--- config.mk ---
export PLATFORM = sky130hd
export DESIGN_NAME = imem_loader
export DESIGN_NICKNAME = d
export VERILOG_FILES = /design/src/rtl/imem_loader.sv
export SDC_FILE = /design/constraint.sdc
export NUM_CORES = 1
export LEC_CHECK = 0
export ABC_CLOCK_PERIOD_IN_PS = 3200
export CAP_MARGIN = 20
export CORE_ASPECT_RATIO = 1.75
export CORE_MARGIN = 1
export CORE_UTILIZATION = 45
export DETAILED_ROUTE_END_ITERATION = 7
export PLACE_DENSITY = 0.62
export SETUP_SLACK_MARGIN = 0.4
export SYNTH_ARGS = -nofsm -noshare
export SYNTH_HDL_FRONTEND = slang
export SYNTH_SLANG_ARGS = --single-unit
export TNS_END_PERCENT = 5
--- constraint.sdc ---
create_clock -name clk -period 3.2 [get_ports clk]
set_input_delay 0.64 -clock clk [delete_from_list [all_inputs] [get_ports clk]]
set_output_delay 0.64 -clock clk [all_outputs]
set_load 0.005 [all_outputs]
--- src/rtl/imem_loader.sv ---
// Instruction-memory loader: assembles a framed little-endian byte stream into 32-bit words,
// writes them to imem and releases the core only after a load with a good checksum.
module imem_loader #(
    parameter int ADDR_WIDTH     = 10,
    parameter int TIMEOUT_CYCLES = 100000
) (
    input  logic                  clk,
    input  logic                  rst,
    input  logic                  start,
    input  logic [7:0]            rx_data,
    input  logic                  rx_valid,
    output logic                  rx_ready,
    output logic                  imem_we,
    output logic [ADDR_WIDTH-1:0] imem_waddr,
    output logic [31:0]           imem_wdata,
    output logic                  core_hold,
    output logic                  done,
    output logic                  error,
    output logic [ADDR_WIDTH:0]   words_loaded
);

    typedef enum logic [2:0] {
        S_IDLE, S_LEN_LO, S_LEN_HI, S_DATA, S_CSUM, S_DONE, S_ERROR
    } state_t;

    localparam bit          TMO_EN    = (TIMEOUT_CYCLES != 0);
    localparam logic [31:0] TMO_LAST  = (TIMEOUT_CYCLES > 0) ? 32'(TIMEOUT_CYCLES - 1) : 32'd0;
    localparam logic [16:0] MAX_WORDS = 17'(1) << ADDR_WIDTH;

    state_t                  state_q, state_d;
    logic [15:0]             len_q, len_d;
    logic [23:0]             word_q, word_d;
    logic [1:0]              byte_idx_q, byte_idx_d;
    logic [7:0]              csum_q, csum_d;
    logic [31:0]             timer_q, timer_d;
    logic [ADDR_WIDTH:0]     cnt_q, cnt_d;
    logic                    we_q, we_d;
    logic [ADDR_WIDTH-1:0]   waddr_q, waddr_d;
    logic [31:0]             wdata_q, wdata_d;

    logic                    accept;
    logic                    timeout;
    logic                    len_ok;
    logic                    last_word;
    logic [16:0]             len_n;

    assign accept    = rx_valid && rx_ready;
    // An accept in the same cycle always beats the timeout.
    assign timeout   = TMO_EN && !accept && (timer_q == TMO_LAST);
    assign len_n     = {1'b0, rx_data, len_q[7:0]};
    assign len_ok    = (len_n != 17'd0) && (len_n <= MAX_WORDS);
    assign last_word = ((17'(cnt_q) + 17'd1) == {1'b0, len_q});

    always_ff @(posedge clk or negedge rst) begin
        if (!rst) begin
            state_q <= S_IDLE;
        end else begin
            state_q <= state_d;
        end
    end

    always_comb begin
        state_d = state_q;
        case (state_q)
            S_IDLE, S_DONE, S_ERROR: begin
                if (start) state_d = S_LEN_LO;
            end
            S_LEN_LO: begin
                if (accept)       state_d = S_LEN_HI;
                else if (timeout) state_d = S_ERROR;
            end
            S_LEN_HI: begin
                if (accept)       state_d = len_ok ? S_DATA : S_ERROR;
                else if (timeout) state_d = S_ERROR;
            end
            S_DATA: begin
                if (accept) begin
                    if (byte_idx_q == 2'd3 && last_word) state_d = S_CSUM;
                end else if (timeout) begin
                    state_d = S_ERROR;
                end
            end
            S_CSUM: begin
                if (accept)       state_d = (rx_data == csum_q) ? S_DONE : S_ERROR;
                else if (timeout) state_d = S_ERROR;
            end
            default: state_d = S_IDLE;
        endcase
    end

    always_comb begin
        rx_ready  = 1'b0;
        core_hold = 1'b1;
        done      = 1'b0;
        error     = 1'b0;
        case (state_q)
            S_LEN_LO, S_LEN_HI, S_DATA, S_CSUM: rx_ready = 1'b1;
            S_DONE: begin
                core_hold = 1'b0;
                done      = 1'b1;
            end
            S_ERROR: error = 1'b1;
            default: ;
        endcase
    end

    always_comb begin
        len_d      = len_q;
        word_d     = word_q;
        byte_idx_d = byte_idx_q;
        csum_d     = csum_q;
        timer_d    = timer_q;
        cnt_d      = cnt_q;
        we_d       = 1'b0;
        waddr_d    = waddr_q;
        wdata_d    = wdata_q;
        case (state_q)
            S_IDLE, S_DONE, S_ERROR: begin
                if (start) begin
                    byte_idx_d = 2'd0;
                    csum_d     = 8'd0;
                    timer_d    = 32'd0;
                    cnt_d      = '0;
                end
            end
            default: begin
                if (accept)      timer_d = 32'd0;
                else if (TMO_EN) timer_d = timer_q + 32'd1;
                if (accept && state_q != S_CSUM) csum_d = csum_q ^ rx_data;
                if (accept) begin
                    case (state_q)
                        S_LEN_LO: len_d[7:0]  = rx_data;
                        S_LEN_HI: len_d[15:8] = rx_data;
                        S_DATA: begin
                            byte_idx_d = byte_idx_q + 2'd1;
                            case (byte_idx_q)
                                2'd0: word_d[7:0]   = rx_data;
                                2'd1: word_d[15:8]  = rx_data;
                                2'd2: word_d[23:16] = rx_data;
                                default: begin
                                    // Fourth byte completes the word: issue the write next cycle.
                                    we_d    = 1'b1;
                                    waddr_d = cnt_q[ADDR_WIDTH-1:0];
                                    wdata_d = {rx_data, word_q};
                                    cnt_d   = cnt_q + (ADDR_WIDTH+1)'(1);
                                end
                            endcase
                        end
                        default: ;
                    endcase
                end
            end
        endcase
    end

    always_ff @(posedge clk or negedge rst) begin
        if (!rst) begin
            len_q      <= '0;
            word_q     <= '0;
            byte_idx_q <= '0;
            csum_q     <= '0;
            timer_q    <= '0;
            cnt_q      <= '0;
            we_q       <= 1'b0;
            waddr_q    <= '0;
            wdata_q    <= '0;
        end else begin
            len_q      <= len_d;
            word_q     <= word_d;
            byte_idx_q <= byte_idx_d;
            csum_q     <= csum_d;
            timer_q    <= timer_d;
            cnt_q      <= cnt_d;
            we_q       <= we_d;
            waddr_q    <= waddr_d;
            wdata_q    <= wdata_d;
        end
    end

    assign imem_we      = we_q;
    assign imem_waddr   = waddr_q;
    assign imem_wdata   = wdata_q;
    assign words_loaded = cnt_q;

endmodule

==> reports/results.txt, run 1 <==
outcome = finished, final reports clean
site row count = 59
drt first pass iters = 5
Crit. End Element = output port
max-cap violations = 0
register area = 3480 um^2
routability cong. = 0.827
top-area cell type share of the netlist area = 0.512
RR Endpoint = state_q[2]
synthesized cell area = 6800 um^2
placed cells = 962
required time worst endpoint = 2.56 ns
CTS tree = built
Multi-input gate area = 3110 um^2
Initial Util = 0.458
Pwr per Cell Area = 749 nW/um^2
final max-slew violation count = 0
f_max = 360 MHz
syn_nets = 744
Synth Instances = 726
worst reg2reg path depth = 7
number of remaining DRC errors = 0
pre-CTS setup slack = 0.0824 ns
area post-placement = 7760 um^2
Hold Vio Cnt, Final = 0
num ports = 70
post-synthesis sequential area ratio = 0.512
Synth area leaders = dfrtp_1, nand2_1, mux2_2
per-cell routed wire length = 17.6 um
Clock Pin Slew Worst Setup and Hold Paths = 0.06 ns
Static Leak = 3.81 nW
via/cell ratio = 5.60
Port Buf Inserts = 69
Mapped Avg Cell Area = 9.37 um^2
total power = 6.27 mW
area leader, netlist = dfrtp_1
post-synth cell types = 54
fin cells = 994
clk sinks = 139
total track usage = 0.243
Worst EP arrival = 2.14 ns
clk_skew = 0.0100 ns
CP Launch Point = state_q[2]
post-route ant nets = 0
RSZ-0062 raised after global routing = yes
gr ovfl total = 0
Die Footprint = 15600 um^2
drt first-iter violations = 387
die width = 94.9 um
post-route cell area = 8380 um^2
vias in the first global route = 5637
CTS H-tree depth = 4
Routed WL = 17500 um
VDD IR-drop max = 0.385 mV
Setup TNS Final = 0 ns
Area Growth Syn to Fin = 23.2%
Setup crit end = error
Yosys reg bits = 139
maximum buffer depth of the clock tree = 2
startpoint types = flop
Die Height = 165 um
Core Footprint = 14800 um^2
Worst-Skew Late Latency = 0.42 ns
antenna diode count = 0
layout cells sized above 1 = 0.139
critical setup path kind = flop to output port
pin count of the biggest net entering global routing = 73
Tcrit/Tclk final = 0.868
total CTS buffers = 17
relative slew slack = 0.324
Synth Warn # = 0
root buffer cell = clkbuf_16
ys flop type = dfrtp_1
R2R Path Start = len_q[0]
asr flop ratio synth = 1.00
r2r setup slk = 0.75 ns
final worst setup slack = 0.421 ns
Post-synth EDFFs = 0
dpl hpwl = 12100 um
hold crit path type = input pin to asynchronous set/reset pin
setup violators final = 0
initial antenna violation count = 0
fill count = 1286
via count = 5565
worst-margin pin slew = 1.01 ns
Final nets = 816
first-pass GRT wire length = 28700 um
Critical Path Fanout Max = 15
CTS Hold Bufs = 0
Post-CTS Setup Inserts = 0
min cycle time layout = 2.78 ns
cell usage after synthesis, types with 3 or more instances:
| cell type | instances |
|---|---|
| mux2_2 | 40 |
| o21a_1 | 3 |
| xnor2_1 | 8 |
| buf_1 | 5 |
| dfrtp_1 | 139 |
| xor2_1 | 23 |
| nor2_1 | 44 |
| and4_1 | 4 |
| a31oi_1 | 9 |
| o31ai_1 | 13 |
| and3_1 | 10 |
| nand2b_1 | 5 |
| ha_1 | 6 |
| and2_1 | 4 |
| clkbuf_1 | 26 |
| o41ai_1 | 4 |
| nor3_1 | 9 |
| nand2_1 | 179 |
| inv_1 | 11 |
| nand4_1 | 15 |
| nand3_1 | 22 |
| o21ai_0 | 76 |
| nor4_1 | 10 |
| buf_2 | 9 |
| a21oi_1 | 16 |
cell usage in the layout, fill, tap and decap left out, drive strengths merged, types with 5 or more instances in the layout:
| cell type | netlist | layout |
|---|---|---|
| nand2 | 180 | 180 |
| dfrtp | 139 | 139 |
| o21ai | 78 | 78 |
| clkdlybuf4s50 | 0 | 68 |
| nor2 | 44 | 44 |
| mux2 | 41 | 41 |
| buf | 15 | 27 |
| xor2 | 23 | 23 |
| nand3 | 22 | 22 |
| clkbuf | 27 | 18 |
| inv | 11 | 18 |
| a21oi | 16 | 16 |
| nand4 | 15 | 15 |
| o31ai | 14 | 14 |
| nor4 | 12 | 12 |
| and3 | 10 | 10 |
| nor3 | 9 | 9 |
| a31oi | 9 | 9 |
| xnor2 | 8 | 8 |
| ha | 6 | 6 |
| nand2b | 5 | 5 |
| and4 | 5 | 5 |
| and2 | 5 | 5 |
what timing repair did:
action                     4_1_cts  5_1_grt
hold endpoints to repair         0        0
gates resized for setup          0        1
setup endpoints to repair        0        2
per-layer routing:
metal | vias up | wire length, um | GRT usage
met3 | 33 | 491 | 0.0364
met2 | 115 | 9710 | 0.444
met1 | 2764 | 6740 | 0.271
li1 | 2653 | - | -
met5 | - | 0 | 0
met4 | 0 | 588 | 0.109
area by class of cell:
class | instances | area share
clock buffers | 18 | 0.0524
clock inverters | 14 | 0.0212
multi-input cells | 534 | 0.372
repair buffers | 95 | 0.107
inverters | 11 | 0.00493
flip-flops and latches | 139 | 0.415
well taps | 183 | 0.0273
critical path, stage by stage, from the launching register on:
cell	delay, ns
dfrtp_1	0.61
inv_1	0.19
nor3b_1	0.37
clkdlybuf4s50_1	0.57
state kept, by name, indices dropped and copies added, names as in the netlist:
register,flops
imem_waddr,10
timer_q,32
byte_idx_q,2
imem_we,1
len_q,16
imem_wdata,32
csum_q,8
state_q,3
words_loaded,11
word_q,24
cells by family after synthesis:
| family | share of synthesized area |
|---|---|
| simple gates | 0.219 |
| flops | 0.512 |
| compound gates | 0.116 |
| buf+inv | 0.0322 |
| mux | 0.0694 |
| xor+xnor | 0.0399 |
| fa+ha+maj | 0.0110 |
metrics by stage:
step           utilization  hold slack [ns]
6_report             0.565            0.228
5_1_grt              0.565            0.280
4_1_cts              0.565            0.259
3_5_place_dp         0.523            0.455
3_3_place_gp         0.523            0.442
2_1_floorplan            -            0.344
worst min-delay path by stage:
stage	depth (start not counted)	slack [ns]	endpoint	start
after floorplan	0	0.34	byte_idx_q[0]	rst
after global placement	2	0.44	imem_wdata[12]	word_q[12]
after detailed placement	2	0.45	imem_wdata[16]	word_q[16]
after CTS	1	0.26	imem_wdata[15]	rst
after global routing	1	0.28	imem_wdata[15]	rst
final	1	0.23	imem_wdata[15]	rst
power breakdown:
group          total [mW]  leakage, nW  switching [mW]  internal [mW]
logic                1.71         1.65           0.882          0.828
clock network        2.04        0.297           0.837           1.20
registers            2.52         1.86           0.370           2.15
No activity file was read; power rests on OpenSTA's default activity.
==> run 2, diff against run 1 <==
--- a/config.mk
+++ b/config.mk
@@ -11,7 +11,7 @@
 export CORE_MARGIN = 1
 export CORE_UTILIZATION = 45
 export DETAILED_ROUTE_END_ITERATION = 7
-export PLACE_DENSITY = 0.62
+export PLACE_DENSITY = 0.66
 export SETUP_SLACK_MARGIN = 0.4
 export SYNTH_ARGS = -nofsm -noshare
 export SYNTH_HDL_FRONTEND = slang
==> reports/results.txt, run 2 (same netlist as run 1, synthesis figures left out) <==
Clock Pin Slew Worst Setup and Hold Paths = 0.07 ns (was 0.06 ns)
NetSw = 2.10 mW (was 2.09 mW)
CTS H-tree depth = 4 (unchanged)
Setup TNS Final = 0 ns (unchanged)
total track usage = 0.236 (was 0.243)
dpl hpwl = 12000 um (was 12100 um)
f_max = 368 MHz (was 360 MHz)
Hold Vio Cnt, Final = 0 (unchanged)
commonest non-fill, non-tap cell in the layout = nand2_1 (unchanged)
relative slew slack = 0.417 (was 0.324)
Die Height = 165 um (unchanged)
setup violators final = 0 (unchanged)
Clock Power Share = 0.328 (was 0.325)
CP max stage cell = nor4_1 (was dfrtp_1)
R2R Path Start = len_q[0] (unchanged)
critical path's top delay family = compound AO/OA/AOI/OAI gates (was buffers and inverters)
register area = 3480 um^2 (unchanged)
pin count of the biggest net entering global routing = 94 (was 73)
total power = 6.29 mW (was 6.27 mW)
fin cells = 994 (unchanged)
startpoint types = input pin (was flop)
Static Leak = 3.81 nW (about the same)
CTS tree = built (unchanged)
worst-margin pin slew = 0.874 ns (was 1.01 ns)
per-cell routed wire length = 17.4 um (was 17.6 um)
fill count = 1296 (was 1286)
initial antenna violation count = 0 (unchanged)
maximum buffer depth of the clock tree = 2 (unchanged)
Worst EP arrival = 3.02 ns (was 2.14 ns)
Pwr per Cell Area = 751 nW/um^2 (was 749 nW/um^2)
root buffer cell = clkbuf_16 (unchanged)
post-route ant nets = 0 (unchanged)
worst hold margin = 0.290 ns (was 0.228 ns)
final max-slew violation count = 0 (unchanged)
critical setup path kind = input pin to flop (was flop to output port)
sequential power share = 0.401 (was 0.402)
Initial Util = 0.458 (unchanged)
Core Footprint = 14800 um^2 (unchanged)
Worst-Skew Late Latency = 0.42 ns (about the same)
Port Buf Inserts = 69 (unchanged)
via count = 5677 (was 5565)
layout cells sized above 1 = 0.138 (was 0.139)
Multi-input gate area = 3110 um^2 (about the same)
drt first pass iters = 5 (unchanged)
max-cap violations = 0 (unchanged)
Internal Power = 4.19 mW (was 4.18 mW)
Critical Path Fanout Max = 2 (was 15)
CP Launch Point = rx_data[0] (was state_q[2])
Routed WL = 17300 um (was 17500 um)
number of remaining DRC errors = 0 (unchanged)
first-pass GRT wire length = 28400 um (was 28700 um)
num ports = 70 (unchanged)
drt first-iter violations = 369 (was 387)
Max stage delay on crit path = 0.64 ns (was 0.61 ns)
WP buf/inv = 2 (unchanged)
hold crit path type = input pin to asynchronous set/reset pin (unchanged)
die width = 94.9 um (unchanged)
required time worst endpoint = 3.50 ns (was 2.56 ns)
site row count = 59 (unchanged)
Net Sw Frac = 0.333 (about the same)
total CTS buffers = 17 (unchanged)
Final nets = 816 (unchanged)
clk sinks = 139 (unchanged)
min cycle time layout = 2.72 ns (was 2.78 ns)
antenna diode count = 0 (unchanged)
Area Growth Syn to Fin = 23.2% (about the same)
via/cell ratio = 5.71 (was 5.60)
most frequent cells in the layout = nand2_1, dfrtp_1, o21ai_0 (unchanged)
placed cells = 962 (unchanged)
routability cong. = 0.887 (was 0.827)
vias in the first global route = 5781 (was 5637)
outcome = finished, final reports clean (unchanged)
gr ovfl total = 0 (unchanged)
Tcrit/Tclk final = 0.849 (was 0.868)
Crit. End Element = flop (was output port)
worst-path cell chain = clkdlybuf4s50_1 -> nor4_1 -> a31oi_1 -> o311ai_0 -> buf_4 -> nand2_1 -> a211o_1 -> mux2_1 (was inv_1 -> nor3b_1 -> clkdlybuf4s50_1)
RSZ-0062 raised after global routing = yes (unchanged)
Die Footprint = 15600 um^2 (unchanged)
VDD IR-drop max = 0.381 mV (was 0.385 mV)
clk_skew = 0.00888 ns (was 0.0100 ns)
CTS Hold Bufs = 0 (unchanged)
Logic pwr share = 0.271 (was 0.273)
run 2: cell count changes in the layout (fill, tap and decap cells not counted):
cell,before,now
clkinv_4,2,0
o21ai_1,1,2
clkinv_2,0,1
inv_6,4,6
o21ai_2,2,1
clkinvlp_4,2,1
run 2: final cells by class:
type,count,share of cell area
multi-input cells,534,0.371
clock buffers,18,0.0525
repair buffers,95,0.107
flip-flops and latches,139,0.416
inverters,11,0.00493
clock inverters,14,0.0209
well taps,183,0.0273
run 2: repair_timing:
action,4_1_cts,5_1_grt
endpoints found under the setup margin,0,2
buffers inserted,0,0
resized for setup,0,1
run 2: through the flow:
stage / util / area (um^2) / worst slack, ns
global placement: 0.523 / 7760 / 0.0643
finish: 0.564 / 8370 / 0.483
CTS: 0.564 / 8370 / 0.482
floorplan: - / 6800 / 0.882
global route: 0.564 / 8370 / 0.390
detailed placement: 0.523 / 7760 / 0.0903
run 2: worst register-to-register path: stages (launching register included):
cell	delay, ns
dfrtp_1	0.42
nor4_1	0.60
a31oi_1	0.16
o311ai_0	0.32
buf_4	0.18
nand2_1	0.04
a211o_1	0.29
mux2_1	0.29
run 2: layer usage:
layer	GRT usage	wire [um]	vias to the layer above
li1	-	-	2653
met1	0.257	6610	2812
met2	0.425	9230	158
met3	0.0447	688	54
met4	0.123	774	0
met5	0	0	-
run 2: final timing paths:
check,to,slack [ns],cells after the start
setup / recovery,state_q[2],0.48,8
hold / removal,imem_wdata[19],0.29,1
setup reg to reg,state_q[2],0.78,7
hold reg to reg,imem_wdata[14],0.46,2
max in group asynchronous,imem_waddr[0],2.05,2
min in group clk,imem_wdata[14],0.46,2
run 2: power groups by stage:
stage	clock network, mW	registers, mW	logic (mW)
finish	2.06	2.52	1.70
global route	2.16	2.57	1.87
CTS	2.09	2.52	1.71
detailed placement	0	2.55	1.70
global placement	0	2.52	1.64
floorplan	0	2.39	1.19
